**src/rtl/lf_cfg_pkg.sv**
```systemverilog
// Shared constants for the LF SPI configuration receiver: opcodes, major modes
// and FSM state encodings.
package lf_cfg_pkg;

    localparam int unsigned OP_CONF  = 1;
    localparam int unsigned OP_DIV   = 2;
    localparam int unsigned OP_USER0 = 3;
    localparam int unsigned OP_RDSEL = 15;

    localparam logic [2:0] LF_READ     = 3'd0;
    localparam logic [2:0] LF_EDGE     = 3'd1;
    localparam logic [2:0] LF_PASSTHRU = 3'd2;

    localparam int unsigned ST_W = 2;
    localparam logic [ST_W-1:0] ST_WAIT_IDLE = 2'd0;
    localparam logic [ST_W-1:0] ST_IDLE      = 2'd1;
    localparam logic [ST_W-1:0] ST_SHIFT     = 2'd2;
    localparam logic [ST_W-1:0] ST_COMMIT    = 2'd3;

endpackage

```
**src/rtl/lf_sync_edge.sv**
```systemverilog
// Multi-stage synchroniser for one asynchronous pin, with a registered level
// and single-cycle rise/fall pulses derived from one extra history flop.
module lf_sync_edge #(
    parameter int unsigned STAGES = 2
) (
    input  logic i_clk,
    input  logic i_rst,
    input  logic i_d,
    output logic o_level,
    output logic o_rise_c,
    output logic o_fall_c
);

    logic [STAGES-1:0] r_sync;
    logic              r_prev;

    always_ff @(posedge i_clk) begin
        if (i_rst) begin
            r_sync <= '0;
            r_prev <= 1'b0;
        end else begin
            r_sync <= STAGES'({r_sync, i_d});
            r_prev <= r_sync[STAGES-1];
        end
    end

    assign o_level  = r_sync[STAGES-1];
    assign o_rise_c = r_sync[STAGES-1] & ~r_prev;
    assign o_fall_c = ~r_sync[STAGES-1] & r_prev;

endmodule

```
**src/rtl/lf_spi_cfg.sv**
```systemverilog
// SPI configuration receiver: oversamples the ARM SPI bus in the pck0 domain,
// decodes fixed-length frames into conf/divisor/user registers, reads back on miso.
module lf_spi_cfg
    import lf_cfg_pkg::*;
#(
    parameter int unsigned FRAME_W     = 16,
    parameter int unsigned OP_W        = 4,
    parameter int unsigned CONF_W      = 9,
    parameter int unsigned N_USER      = 2,
    parameter int unsigned DIV_RESET   = 95,
    parameter logic [2:0]  ED_MODE     = LF_EDGE,
    parameter int unsigned ED_THRESH   = 127,
    parameter int unsigned SYNC_STAGES = 2
) (
    input  logic                  pck0,
    input  logic                  rst,
    input  logic                  spck,
    input  logic                  mosi,
    input  logic                  ncs,
    output logic                  miso,
    output logic [CONF_W-1:0]     conf_word,
    output logic [2:0]            major_mode,
    output logic [7:0]            divisor,
    output logic [8*N_USER-1:0]   user_bytes,
    output logic                  cfg_strobe,
    output logic [7:0]            frame_err_cnt
);

    localparam int unsigned CNT_W = $clog2(FRAME_W + 2);
    localparam int unsigned IDX_W = (N_USER > 1) ? $clog2(N_USER) : 1;

    logic w_spck_lvl, w_spck_rise, w_spck_fall;
    logic w_mosi_lvl, w_mosi_rise, w_mosi_fall;
    logic w_ncs_lvl,  w_ncs_rise,  w_ncs_fall;

    lf_sync_edge #(.STAGES(SYNC_STAGES)) u_sync_spck (
        .i_clk(pck0), .i_rst(rst), .i_d(spck),
        .o_level(w_spck_lvl), .o_rise_c(w_spck_rise), .o_fall_c(w_spck_fall)
    );
    lf_sync_edge #(.STAGES(SYNC_STAGES)) u_sync_mosi (
        .i_clk(pck0), .i_rst(rst), .i_d(mosi),
        .o_level(w_mosi_lvl), .o_rise_c(w_mosi_rise), .o_fall_c(w_mosi_fall)
    );
    lf_sync_edge #(.STAGES(SYNC_STAGES)) u_sync_ncs (
        .i_clk(pck0), .i_rst(rst), .i_d(ncs),
        .o_level(w_ncs_lvl), .o_rise_c(w_ncs_rise), .o_fall_c(w_ncs_fall)
    );

    logic [ST_W-1:0]              r_state, w_state_nxt;
    logic [FRAME_W-1:0]           r_shift, w_shift_nxt;
    logic [CNT_W-1:0]             r_bitcnt, w_bitcnt_nxt;
    logic [FRAME_W-1:0]           r_rb_shift, w_rb_nxt;
    logic                         r_miso, w_miso_nxt;
    logic [CONF_W-1:0]            r_conf, w_conf_nxt;
    logic [7:0]                   r_div, w_div_nxt;
    logic [N_USER-1:0][7:0]       r_user, w_user_nxt;
    logic [3:0]                   r_rb_sel, w_rb_sel_nxt;
    logic [7:0]                   r_err, w_err_nxt;
    logic                         r_strobe, w_strobe_c;
    logic [OP_W-1:0]              w_op;
    logic [FRAME_W-1:0]           w_rb_val;
    logic                         w_unused;

    assign w_op     = r_shift[FRAME_W-1 -: OP_W];
    assign w_unused = &{w_spck_lvl, w_mosi_rise, w_mosi_fall, r_shift, 1'b0};

    // Readback source selected by the rb_sel captured in an earlier frame
    always_comb begin
        w_rb_val = '0;
        if (r_rb_sel == 4'd0) begin
            w_rb_val = FRAME_W'(r_conf);
        end else if (r_rb_sel == 4'd1) begin
            w_rb_val = FRAME_W'(r_div);
        end else begin
            for (int unsigned k = 0; k < N_USER; k++) begin
                if (r_rb_sel == 4'(2 + k)) w_rb_val = FRAME_W'(r_user[IDX_W'(k)]);
            end
        end
    end

    always_comb begin
        w_state_nxt  = r_state;
        w_shift_nxt  = r_shift;
        w_bitcnt_nxt = r_bitcnt;
        w_rb_nxt     = r_rb_shift;
        w_miso_nxt   = 1'b0;
        w_conf_nxt   = r_conf;
        w_div_nxt    = r_div;
        w_user_nxt   = r_user;
        w_rb_sel_nxt = r_rb_sel;
        w_err_nxt    = r_err;
        w_strobe_c   = 1'b0;

        case (r_state)
            ST_WAIT_IDLE: begin
                if (w_ncs_lvl) w_state_nxt = ST_IDLE;
            end
            ST_IDLE: begin
                if (w_ncs_fall) begin
                    w_shift_nxt  = '0;
                    w_bitcnt_nxt = '0;
                    w_rb_nxt     = w_rb_val;
                    w_miso_nxt   = w_rb_val[FRAME_W-1];
                    w_state_nxt  = ST_SHIFT;
                end
            end
            ST_SHIFT: begin
                w_miso_nxt = r_miso;
                // ncs rise wins over any spck edge seen in the same cycle
                if (w_ncs_rise) begin
                    w_miso_nxt = 1'b0;
                    if (r_bitcnt == CNT_W'(FRAME_W)) begin
                        w_state_nxt = ST_COMMIT;
                    end else begin
                        if (r_err != 8'hFF) w_err_nxt = r_err + 8'd1;
                        w_state_nxt = ST_IDLE;
                    end
                end else begin
                    if (w_spck_rise) begin
                        w_shift_nxt = {r_shift[FRAME_W-2:0], w_mosi_lvl};
                        if (r_bitcnt != CNT_W'(FRAME_W + 1)) w_bitcnt_nxt = r_bitcnt + CNT_W'(1);
                    end
                    if (w_spck_fall) begin
                        w_rb_nxt   = r_rb_shift << 1;
                        w_miso_nxt = r_rb_shift[FRAME_W-2];
                    end
                end
            end
            ST_COMMIT: begin
                w_state_nxt = ST_IDLE;
                if (w_op == OP_W'(OP_CONF)) begin
                    w_conf_nxt = r_shift[CONF_W-1:0];
                    w_strobe_c = 1'b1;
                    if (r_shift[CONF_W-1 -: 3] == ED_MODE) w_user_nxt[0] = 8'(ED_THRESH);
                end else if (w_op == OP_W'(OP_DIV)) begin
                    w_div_nxt  = r_shift[7:0];
                    w_strobe_c = 1'b1;
                end else if (w_op == OP_W'(OP_RDSEL)) begin
                    w_rb_sel_nxt = r_shift[3:0];
                end else begin
                    for (int unsigned k = 0; k < N_USER; k++) begin
                        if (w_op == OP_W'(OP_USER0 + k)) begin
                            w_user_nxt[IDX_W'(k)] = r_shift[7:0];
                            w_strobe_c            = 1'b1;
                        end
                    end
                end
            end
            default: w_state_nxt = ST_WAIT_IDLE;
        endcase
    end

    always_ff @(posedge pck0) begin
        if (rst) begin
            r_state    <= ST_WAIT_IDLE;
            r_shift    <= '0;
            r_bitcnt   <= '0;
            r_rb_shift <= '0;
            r_miso     <= 1'b0;
            r_conf     <= '0;
            r_div      <= 8'(DIV_RESET);
            r_user     <= '0;
            r_rb_sel   <= '0;
            r_err      <= '0;
            r_strobe   <= 1'b0;
        end else begin
            r_state    <= w_state_nxt;
            r_shift    <= w_shift_nxt;
            r_bitcnt   <= w_bitcnt_nxt;
            r_rb_shift <= w_rb_nxt;
            r_miso     <= w_miso_nxt;
            r_conf     <= w_conf_nxt;
            r_div      <= w_div_nxt;
            r_user     <= w_user_nxt;
            r_rb_sel   <= w_rb_sel_nxt;
            r_err      <= w_err_nxt;
            r_strobe   <= w_strobe_c;
        end
    end

    assign miso          = r_miso;
    assign conf_word     = r_conf;
    assign major_mode    = r_conf[CONF_W-1 -: 3];
    assign divisor       = r_div;
    assign user_bytes    = r_user;
    assign cfg_strobe    = r_strobe;
    assign frame_err_cnt = r_err;

endmodule

```
**config.mk**
```make
export PLATFORM = sky130hd
export DESIGN_NAME = lf_spi_cfg
export DESIGN_NICKNAME = d
export VERILOG_FILES = /design/src/rtl/lf_cfg_pkg.sv /design/src/rtl/lf_sync_edge.sv /design/src/rtl/lf_spi_cfg.sv
export SDC_FILE = /design/constraint.sdc
export NUM_CORES = 1
export LEC_CHECK = 0
export BUFFER_PORTS_ARGS = -buffer_cell sky130_fd_sc_hd__buf_2
export CAP_MARGIN = 5
export CORE_MARGIN = 1.5
export CORE_UTILIZATION = 55
export CTS_BUF_LIST = sky130_fd_sc_hd__clkbuf_2 sky130_fd_sc_hd__clkbuf_4 sky130_fd_sc_hd__clkbuf_8
export DETAILED_ROUTE_END_ITERATION = 10
export PLACE_DENSITY_LB_ADDON = 0.12
export SYNTH_ARGS = -nofsm -noshare
export SYNTH_HDL_FRONTEND = slang
export SYNTH_HIERARCHICAL = 1
export SYNTH_SLANG_ARGS = --single-unit
```
**constraint.sdc**
```tcl
create_clock -name pck0 -period 4.4 [get_ports pck0]
set_clock_uncertainty 0.05 [all_clocks]
set_input_delay 0.22 -clock pck0 [delete_from_list [all_inputs] [get_ports pck0]]
set_output_delay 0.22 -clock pck0 [all_outputs]
set_load 0.005 [all_outputs]
```
==> impl_metrics.json, run 1 <==
{
  "syn_area_sq_um": 4090,
  "drc": 0,
  "max_freq_ghz": 0.348,
  "p_seq_share_pct": 54.6,
  "rr_worst_depth": 7,
  "wire_per_inst_um": 15.5,
  "cts_sinks": 93,
  "ant_nets": 0,
  "ios": 51,
  "cp-end-kind": "flop",
  "cp_slowest_cell": "a21oi_2",
  "start_kind": "flop",
  "p_int_uw": 1220,
  "r2r_slack_ns": 1.53,
  "cts_tree": "done",
  "arrival_ns": 3.12,
  "drive_gt1_share_pct": 18.8,
  "syn2layout_area_growth_pct": 12.1,
  "crit_type": "flop to flop",
  "rows": 31,
  "p_leak_uw": 0.00175,
  "grt_pass1_vias": 2919,
  "yosys_warnings": 6,
  "holdWs_ns": 0.0150,
  "worstHoldStart": "mosi",
  "cts_max_path_buffers": 2,
  "maxCapViolCount": 0,
  "grt_overflow": 0,
  "crit_path_end": "r_shift[2]$_SDFFE_PP0P_",
  "hold_class": "input pin to flop",
  "drt_wl_total_um": 8900,
  "via_per_inst": 5.53,
  "die_area_sq_um": 7960,
  "start_util_pct": 56.7,
  "post_cts_buffers": 0,
  "crit_cells": 7,
  "worst-path-buf-inv": 2,
  "ctsHoldBuffers": 0,
  "max_slew_margin_pct": 21.8,
  "worst_slew_pin_slew_ns": 1.17,
  "numCtsBuffers": 9,
  "netlist_instances": 433,
  "cpPeakStageDelay_ns": 0.85,
  "grtUsageTotal_pct": 23.2,
  "firstDrtPassIters": 4,
  "status": "finished, final reports clean",
  "fin_setup_tns_ns": 0,
  "synth_area_per_cell_sq_um": 9.44,
  "clk_latency_ns": 0.36,
  "path_delay_family": "compound AO/OA/AOI/OAI gates",
  "combPwrFrac_pct": 3.4,
  "ir_drop_v": 0.000195,
  "switchingPower_uw": 344,
  "die_height_um": 89.2,
  "ctsResizeCount": 0,
  "cp.required_ns": 4.65,
  "dp_hpwl_um": 5910,
  "setup_viol": 0,
  "regToRegStartpoint": "r_state[0]$_SDFFE_PP0P_",
  "core_area_sq_um": 7210,
  "cp-startpoint": "r_state[0]$_SDFFE_PP0P_",
  "rsz0062_at_grt": "false",
  "diodes": 0,
  "chipWidth_um": 89.2,
  "reg2reg_to": "r_shift[2]$_SDFFE_PP0P_",
  "initialDrtViolationCount": 146,
  "finalCriticalPeriod_ns": 2.87,
  "swShare_pct": 22.0,
  "gp_congestion": 0.861,
  "hold_violations": 0,
  "path_cells": "inv_1 > ha_1 > buf_4 > mux2i_1 > a21oi_2 > mux2_2 > nor2_1",
  "grt_max_degree": 52,
  "grt_first_pass_wirelength_um": 14100,
  "htreeDepth": 3,
  "utilization_pct": 63.5,
  "portBuffers": 50,
  "finalMaxSlewViolations": 0,
  "clock_power_share_pct": 42.0,
  "period_share_pct": 65.3,
  "clock-root-buffer": "clkbuf_8",
  "power_density_nw_per_um2": 341,
  "vias": 3171,
  "antenna_found_initial": 0,
  "cp_max_fo": 17,
  "syn_nets": 447,
  "nets": 483,
  "clkTransAtPathRegs_ns": 0.09
}
-- through the flow --
stage               power [uW]  worst slack, ns  area (sq um)  cells
global route              1610             1.29          4580    573
global placement           923             1.65          4350    557
detailed placement         923             1.56          4350    557
finish                    1560             1.53          4580    573
CTS                       1570             1.53          4580    573
floorplan                  911             2.50          4090    433
-- metal layers --
layer	vias up	global-route usage, %	share of wire, %
met5	-	0	0
met4	0	6.99	1.3
met3	9	4.34	3.2
met2	50	37.4	47
met1	1532	31.8	48
li1	1580	-	-
-- flip-flops by register name, indices dropped and copies added (netlist names) --
register,flops
divisor,8
cfg_strobe,1
r_shift,16
u_sync_ncs/r_sync,2
miso,1
r_state,2
u_sync_mosi/r_sync,2
u_sync_ncs/r_prev,1
user_bytes,16
r_bitcnt,5
u_sync_spck/r_sync,2
conf_word,9
r_rb_sel,4
frame_err_cnt,8
u_sync_spck/r_prev,1
r_rb_shift,15
-- placed cells by master (no fill, tap or decap), types with 3 or more instances in the layout --
cell type,instances
buf_2,50
nand2_1,24
nand3_1,17
nor3_1,7
mux4_2,5
mux2_2,8
a311oi_1,7
ha_1,9
clkbuf_8,11
nor2_1,68
dfxtp_1,93
a211oi_1,5
a21oi_1,17
nand2b_1,8
nor2b_1,16
o21ai_0,3
a222oi_1,3
a211o_1,6
inv_1,15
buf_4,3
a22oi_1,5
mux2i_1,40
and2_1,9
a31oi_1,3
-- worst reg2reg max path: stages, from the launching register on --
cell and delay, ns:
dfxtp_1 0.36, inv_1 0.10, ha_1 0.48, buf_4 0.28, mux2i_1 0.19, a21oi_2 0.85
mux2_2 0.43, nor2_1 0.08
-- area by class of cell --
class	count	area (sq um)
Fill cell	661	2630
Multi-Input combinational cell	297	2030
Sequential cell	93	1860
Timing Repair Buffer	53	273
Clock buffer	11	151
Tap cell	99	124
Clock inverter	5	81.3
Inverter	15	56.3
-- worst min path at each step --
stage,endpoint,slack [ns],depth (start not counted)
finish,u_sync_mosi/r_sync[0]$_SDFF_PP0_,0.02,2
global route,u_sync_mosi/r_sync[0]$_SDFF_PP0_,0.02,2
CTS,u_sync_mosi/r_sync[0]$_SDFF_PP0_,0.01,2
detailed placement,u_sync_mosi/r_sync[1]$_SDFF_PP0_,0.38,1
global placement,u_sync_spck/r_sync[1]$_SDFF_PP0_,0.37,1
floorplan,u_sync_mosi/r_sync[0]$_SDFF_PP0_,0.24,1
-- power groups by stage --
| stage | Combinational, uW | Sequential (uW) | Clock [uW] |
|---|---|---|---|
| after global placement | 52.2 | 871 | 0 |
| after detailed placement | 52.0 | 871 | 0 |
| after floorplan | 41.3 | 870 | 0 |
| final | 53.1 | 851 | 656 |
| after global routing | 59.3 | 853 | 698 |
| after CTS | 53.0 | 851 | 662 |
Note: power is estimated with default switching activity, not from simulation.
==> inputs of run 2 (changes only) <==
--- a/config.mk
+++ b/config.mk
@@ -5,6 +5,7 @@
 export SDC_FILE = /design/constraint.sdc
 export NUM_CORES = 1
 export LEC_CHECK = 0
+export ABC_AREA = 1
 export BUFFER_PORTS_ARGS = -buffer_cell sky130_fd_sc_hd__buf_2
 export CAP_MARGIN = 5
 export CORE_MARGIN = 1.5
==> constraint.sdc (replaced) <==
create_clock -name pck0 -period 2.8 [get_ports pck0]
set_clock_uncertainty 0.05 [all_clocks]
set_input_delay 0.14 -clock pck0 [delete_from_list [all_inputs] [get_ports pck0]]
set_output_delay 0.14 -clock pck0 [all_outputs]
set_load 0.005 [all_outputs]
==> impl_metrics.json, run 2 <==
{
  "status": "finished, final reports clean",
  "initialDrtViolationCount": 213,
  "worst_slew_pin_slew_ns": 1.08,
  "cts_max_path_buffers": 2,
  "p_leak_uw": 0.00198,
  "yosys_warnings": 6,
  "dpl_cell_area_sq_um": 4580,
  "worst-path-buf-inv": 3,
  "grtUsageTotal_pct": 23.9,
  "fin_setup_tns_ns": 0,
  "gp_congestion": 0.855,
  "fin_area_sq_um": 4830,
  "die_area_sq_um": 8480,
  "grt_first_pass_wirelength_um": 16200,
  "dp_hpwl_um": 6840,
  "final_cell_mix": "nand2_1 (106), dfxtp_1 (93), a21oi_1 (58)",
  "cpPeakStageDelay_ns": 0.40,
  "crit_type": "flop to flop",
  "regToRegStartpoint": "r_state[0]$_SDFFE_PP0P_",
  "crit_cells": 10,
  "cp_slowest_cell": "dfxtp_1",
  "setup_viol": 0,
  "clk_latency_ns": 0.36,
  "grt_pass1_vias": 3476,
  "clock-root-buffer": "clkbuf_8",
  "cp.required_ns": 2.97,
  "cp-startpoint": "r_state[0]$_SDFFE_PP0P_",
  "drc": 0,
  "vias": 3820,
  "syn2layout_area_growth_pct": 10.7,
  "utilization_pct": 62.9,
  "hold_class": "input pin to flop",
  "cts_tree": "done",
  "portBuffers": 50,
  "ios": 51,
  "path_delay_family": "buffers and inverters",
  "holdWs_ns": 0.327,
  "grt_overflow": 0,
  "drive_gt1_share_pct": 19.8,
  "via_per_inst": 5.35,
  "period_share_pct": 71.8,
  "worstHoldStart": "rst",
  "syn_nets": 583,
  "grt_max_degree": 54,
  "htreeDepth": 3,
  "cts_sinks": 93,
  "fillers": 720,
  "post_cts_buffers": 0,
  "path_cells": "inv_1 > ha_1 > inv_8 > nand2_4 > nand2_2 > nand3_2 > inv_4 > nand2_1 > o21ai_0 > a21oi_1",
  "syn_area_sq_um": 4370,
  "core_area_sq_um": 7690,
  "maxCapViolCount": 0,
  "chipWidth_um": 92.1,
  "hold_violations": 0,
  "clkTransAtPathRegs_ns": 0.09,
  "drt_wl_total_um": 9690,
  "cp-end-kind": "flop",
  "start_kind": "flop",
  "ctsResizeCount": 0,
  "wire_per_inst_um": 13.6,
  "arrival_ns": 2.18,
  "firstDrtPassIters": 4,
  "ant_nets": 0,
  "max_freq_ghz": 0.497,
  "nets": 622,
  "rows": 32,
  "ir_drop_v": 0.000291,
  "finalCriticalPeriod_ns": 2.01,
  "final_common_cell": "nand2_1",
  "finalMaxSlewViolations": 0,
  "start_util_pct": 56.8,
  "power_density_nw_per_um2": 599,
  "numCtsBuffers": 9,
  "antenna_found_initial": 0,
  "diodes": 0,
  "die_height_um": 92.1,
  "netlist_instances": 569,
  "ctsHoldBuffers": 3,
  "worstHoldPathCells": 3,
  "rsz0062_at_grt": "false",
  "cp_max_fo": 19,
  "max_slew_margin_pct": 27.8,
  "rr_worst_depth": 10,
  "synth_area_per_cell_sq_um": 7.67
}
==> run 2: cell count changes in the layout (fill, tap and decap cells not counted), sizes merged, moves of 7 or more <==
cell	before	now
and2	9	0
nor2b	16	0
a21oi	18	72
nand2b	8	0
nor2	68	58
nand2	24	114
mux2i	40	1
inv	16	59
o21ai	3	52
a311oi	7	0
nand3	17	55
nand4	1	12
mux2	8	0
==> run 2: cell type report <==
| type | count | area (sq um) | share of cell area (%) |
|---|---|---|---|
| clock buffers | 10 | 138 | 2.85 |
| well taps | 102 | 128 | 2.64 |
| inverters | 59 | 239 | 4.94 |
| repair buffers | 56 | 303 | 6.26 |
| clock inverters | 5 | 83.8 | 1.73 |
| multi-input cells | 389 | 2080 | 43.0 |
| flip-flops and latches | 93 | 1860 | 38.5 |
==> run 2: per-layer routing <==
layer / track usage (%) / part of all wire, % / up-vias
met4: 8.72 / 1.2 / 0
met5: 0 / 0 / -
met2: 38.9 / 48 / 80
li1: - / - / 1949
met3: 3.15 / 3.8 / 11
met1: 32.2 / 47 / 1780
==> run 2: power by group <==
group,switching (uW),internal [uW],total [uW]
Combinational,345,132,477
Clock,470,526,996
Sequential,38.8,1380,1420
==> run 2: final timing paths <==
| kind | endpoint | slack, ns |
|---|---|---|
| max | r_rb_shift[1]$_SDFFE_PP0P_ | 0.79 |
| min | u_sync_mosi/r_sync[1]$_SDFF_PP0_ | 0.33 |
| max reg2reg | r_rb_shift[1]$_SDFFE_PP0P_ | 0.79 |
| min reg2reg | u_sync_ncs/r_sync[1]$_SDFF_PP0_ | 0.35 |
==> run 2: metrics by stage <==
step	setup WS [ns]	cells	total power [uW]
after floorplan	1.23	569	1880
after global placement	0.886	696	1910
after detailed placement	0.786	696	1930
after CTS	0.783	714	2920
after global routing	0.551	714	3040
final	0.789	714	2890
==> run 2: worst reg2reg max path: stages, from the launching register on <==
cell     delay, ns
dfxtp_1       0.40
inv_1         0.09
ha_1          0.37
inv_8         0.15
nand2_4       0.08
nand2_2       0.07
nand3_2       0.20
inv_4         0.24
nand2_1       0.07
o21ai_0       0.08
a21oi_1       0.08
==> inputs of run 3 (changes only) <==
==> constraint.sdc (replaced) <==
create_clock -name pck0 -period 1.65 [get_ports pck0]
set_clock_uncertainty 0.05 [all_clocks]
set_input_delay 0.0825 -clock pck0 [delete_from_list [all_inputs] [get_ports pck0]]
set_output_delay 0.0825 -clock pck0 [all_outputs]
set_load 0.005 [all_outputs]
==> impl_metrics.json, run 3 (synthesis gave the netlist of run 2 again) <==
{
  "status": "finished, final reports clean",
  "finalCriticalPeriod_ns": 1.57,
  "final_common_cell": "nand2_1",
  "nets": 644,
  "clkTransAtPathRegs_ns": 0.09,
  "p_leak_uw": 0.00210,
  "period_share_pct": 95.4,
  "ios": 51,
  "wire_per_inst_um": 13.6,
  "ant_nets": 0,
  "grt_first_pass_wirelength_um": 16400,
  "finalMaxSlewViolations": 0,
  "drive_gt1_share_pct": 24.9,
  "grt_overflow": 0,
  "grt_max_degree": 41,
  "via_per_inst": 5.20,
  "cts_tree": "done",
  "die_height_um": 92.1,
  "max_freq_ghz": 0.635,
  "cp-end-kind": "flop",
  "portBuffers": 50,
  "vias": 3835,
  "ir_drop_v": 0.000655,
  "start_kind": "flop",
  "cts_sinks": 93,
  "cts_max_path_buffers": 2,
  "clock_power_share_pct": 30.5,
  "holdWs_ns": 0.0883,
  "power_density_nw_per_um2": 993,
  "fillers": 683,
  "arrival_ns": 1.82,
  "setup_viol": 0,
  "clk_latency_ns": 0.36,
  "p_seq_share_pct": 47.8,
  "die_area_sq_um": 8480,
  "core_area_sq_um": 7690,
  "combPwrFrac_pct": 21.7,
  "rsz0062_at_grt": "false",
  "grtUsageTotal_pct": 24.3,
  "worst_slew_pin_slew_ns": 0.447,
  "final_cell_mix": "nand2_1 (103), dfxtp_1 (90), a21oi_1 (56)",
  "total_power_uw": 5050,
  "drt_wl_total_um": 9990,
  "grt_pass1_vias": 3504,
  "hold_violations": 0,
  "clock-root-buffer": "clkbuf_8",
  "cp_max_fo": 5,
  "firstDrtPassIters": 4,
  "switchingPower_uw": 1580,
  "numCtsBuffers": 9,
  "start_util_pct": 56.8,
  "chipWidth_um": 92.1,
  "swShare_pct": 31.2,
  "diodes": 0,
  "gp_congestion": 0.849,
  "max_slew_margin_pct": 70.2,
  "syn2layout_area_growth_pct": 16.4,
  "crit_type": "flop to flop",
  "cp.required_ns": 1.89,
  "drc": 0,
  "antenna_found_initial": 0,
  "hold_class": "input pin to flop",
  "initialDrtViolationCount": 185,
  "dp_hpwl_um": 7020,
  "maxCapViolCount": 0,
  "p_int_uw": 3470,
  "rows": 32,
  "htreeDepth": 3
}
==> run 3: cell count changes in the layout (fill, tap and decap cells not counted), sizes merged <==
cell,change
clkinv,+4
bufinv,-1
buf,+21
inv,-1
==> run 3: worst max-delay path, stage by stage (launching register included) <==
cell and delay (ns):
dfxtp_2 0.34, inv_2 0.05, ha_4 0.17, buf_4 0.16, inv_8 0.05, nand2_4 0.06, nand2_2 0.09, nand3_4 0.12
buf_6 0.16, nor2_1 0.08, nand2_1 0.06, a21oi_1 0.11
==> run 3: repair_timing <==
item / in CTS / in global routing
pin swaps: 2 / 7
endpoints found under the setup margin: 34 / 55
gates resized for setup: 5 / 26
buffers inserted: 1 / 3
gates cloned: 0 / 2
hold endpoints to repair: 3 / 0
hold buffers: 3 / 0
==> run 3: metrics by stage <==
step	worst slack (ns)	utilization (%)	setup TNS (ns)	cell area, sq um	instances
6_report	0.0752	66.1	0	5080	737
5_1_grt	0.000238	66.1	0	5080	737
4_1_cts	0.00552	64.7	0	4980	732
3_5_place_dp	-0.0685	61.3	-0.478	4710	712
3_3_place_gp	0.0164	61.3	0	4710	712
2_1_floorplan	0.0831	-	0	4370	569
==> run 3: cell type report <==
cell class                      count  area (sq um)  area share (%)
Tap cell                          102           128            2.51
Clock inverter                      6          71.3            1.40
Sequential cell                    93          1870            36.7
Multi-Input combinational cell    389          2140            42.0
Timing Repair inverter              1          6.26           0.123
Inverter                           59           254            5.00
Clock buffer                       10           131            2.58
Timing Repair Buffer               77           490            9.65
==> run 3: path summary, 6_finish.rpt <==
check / endpoint / depth (start not counted) / slack (ns) / startpoint
setup / recovery: r_rb_shift[7]$_SDFFE_PP0P_ / 11 / 0.08 / r_state[0]$_SDFFE_PP0P_
hold / removal: r_shift[2]$_SDFFE_PP0P_ / 3 / 0.09 / rst
setup reg to reg: r_rb_shift[7]$_SDFFE_PP0P_ / 11 / 0.08 / r_state[0]$_SDFFE_PP0P_
hold reg to reg: u_sync_ncs/r_sync[1]$_SDFF_PP0_ / 2 / 0.36 / u_sync_ncs/r_sync[0]$_SDFF_PP0_
==> run 3: power by group through the flow <==
stage                     logic, uW  clock network, uW  registers, uW
after CTS                      1010               1580           2400
final                          1090               1540           2410
after detailed placement        967                  0           2450
after floorplan                 743                  0           2450
after global placement          944                  0           2450
after global routing           1200               1670           2420
==> run 3: metal layers <==
layer | wire length [um] | part of all wire (%) | GRT usage (%)
met3 | 409 | 4.1 | 3.73
met2 | 4730 | 47 | 38.5
met1 | 4770 | 48 | 33.3
met5 | 0 | 0 | 0
met4 | 86 | 0.86 | 9.23
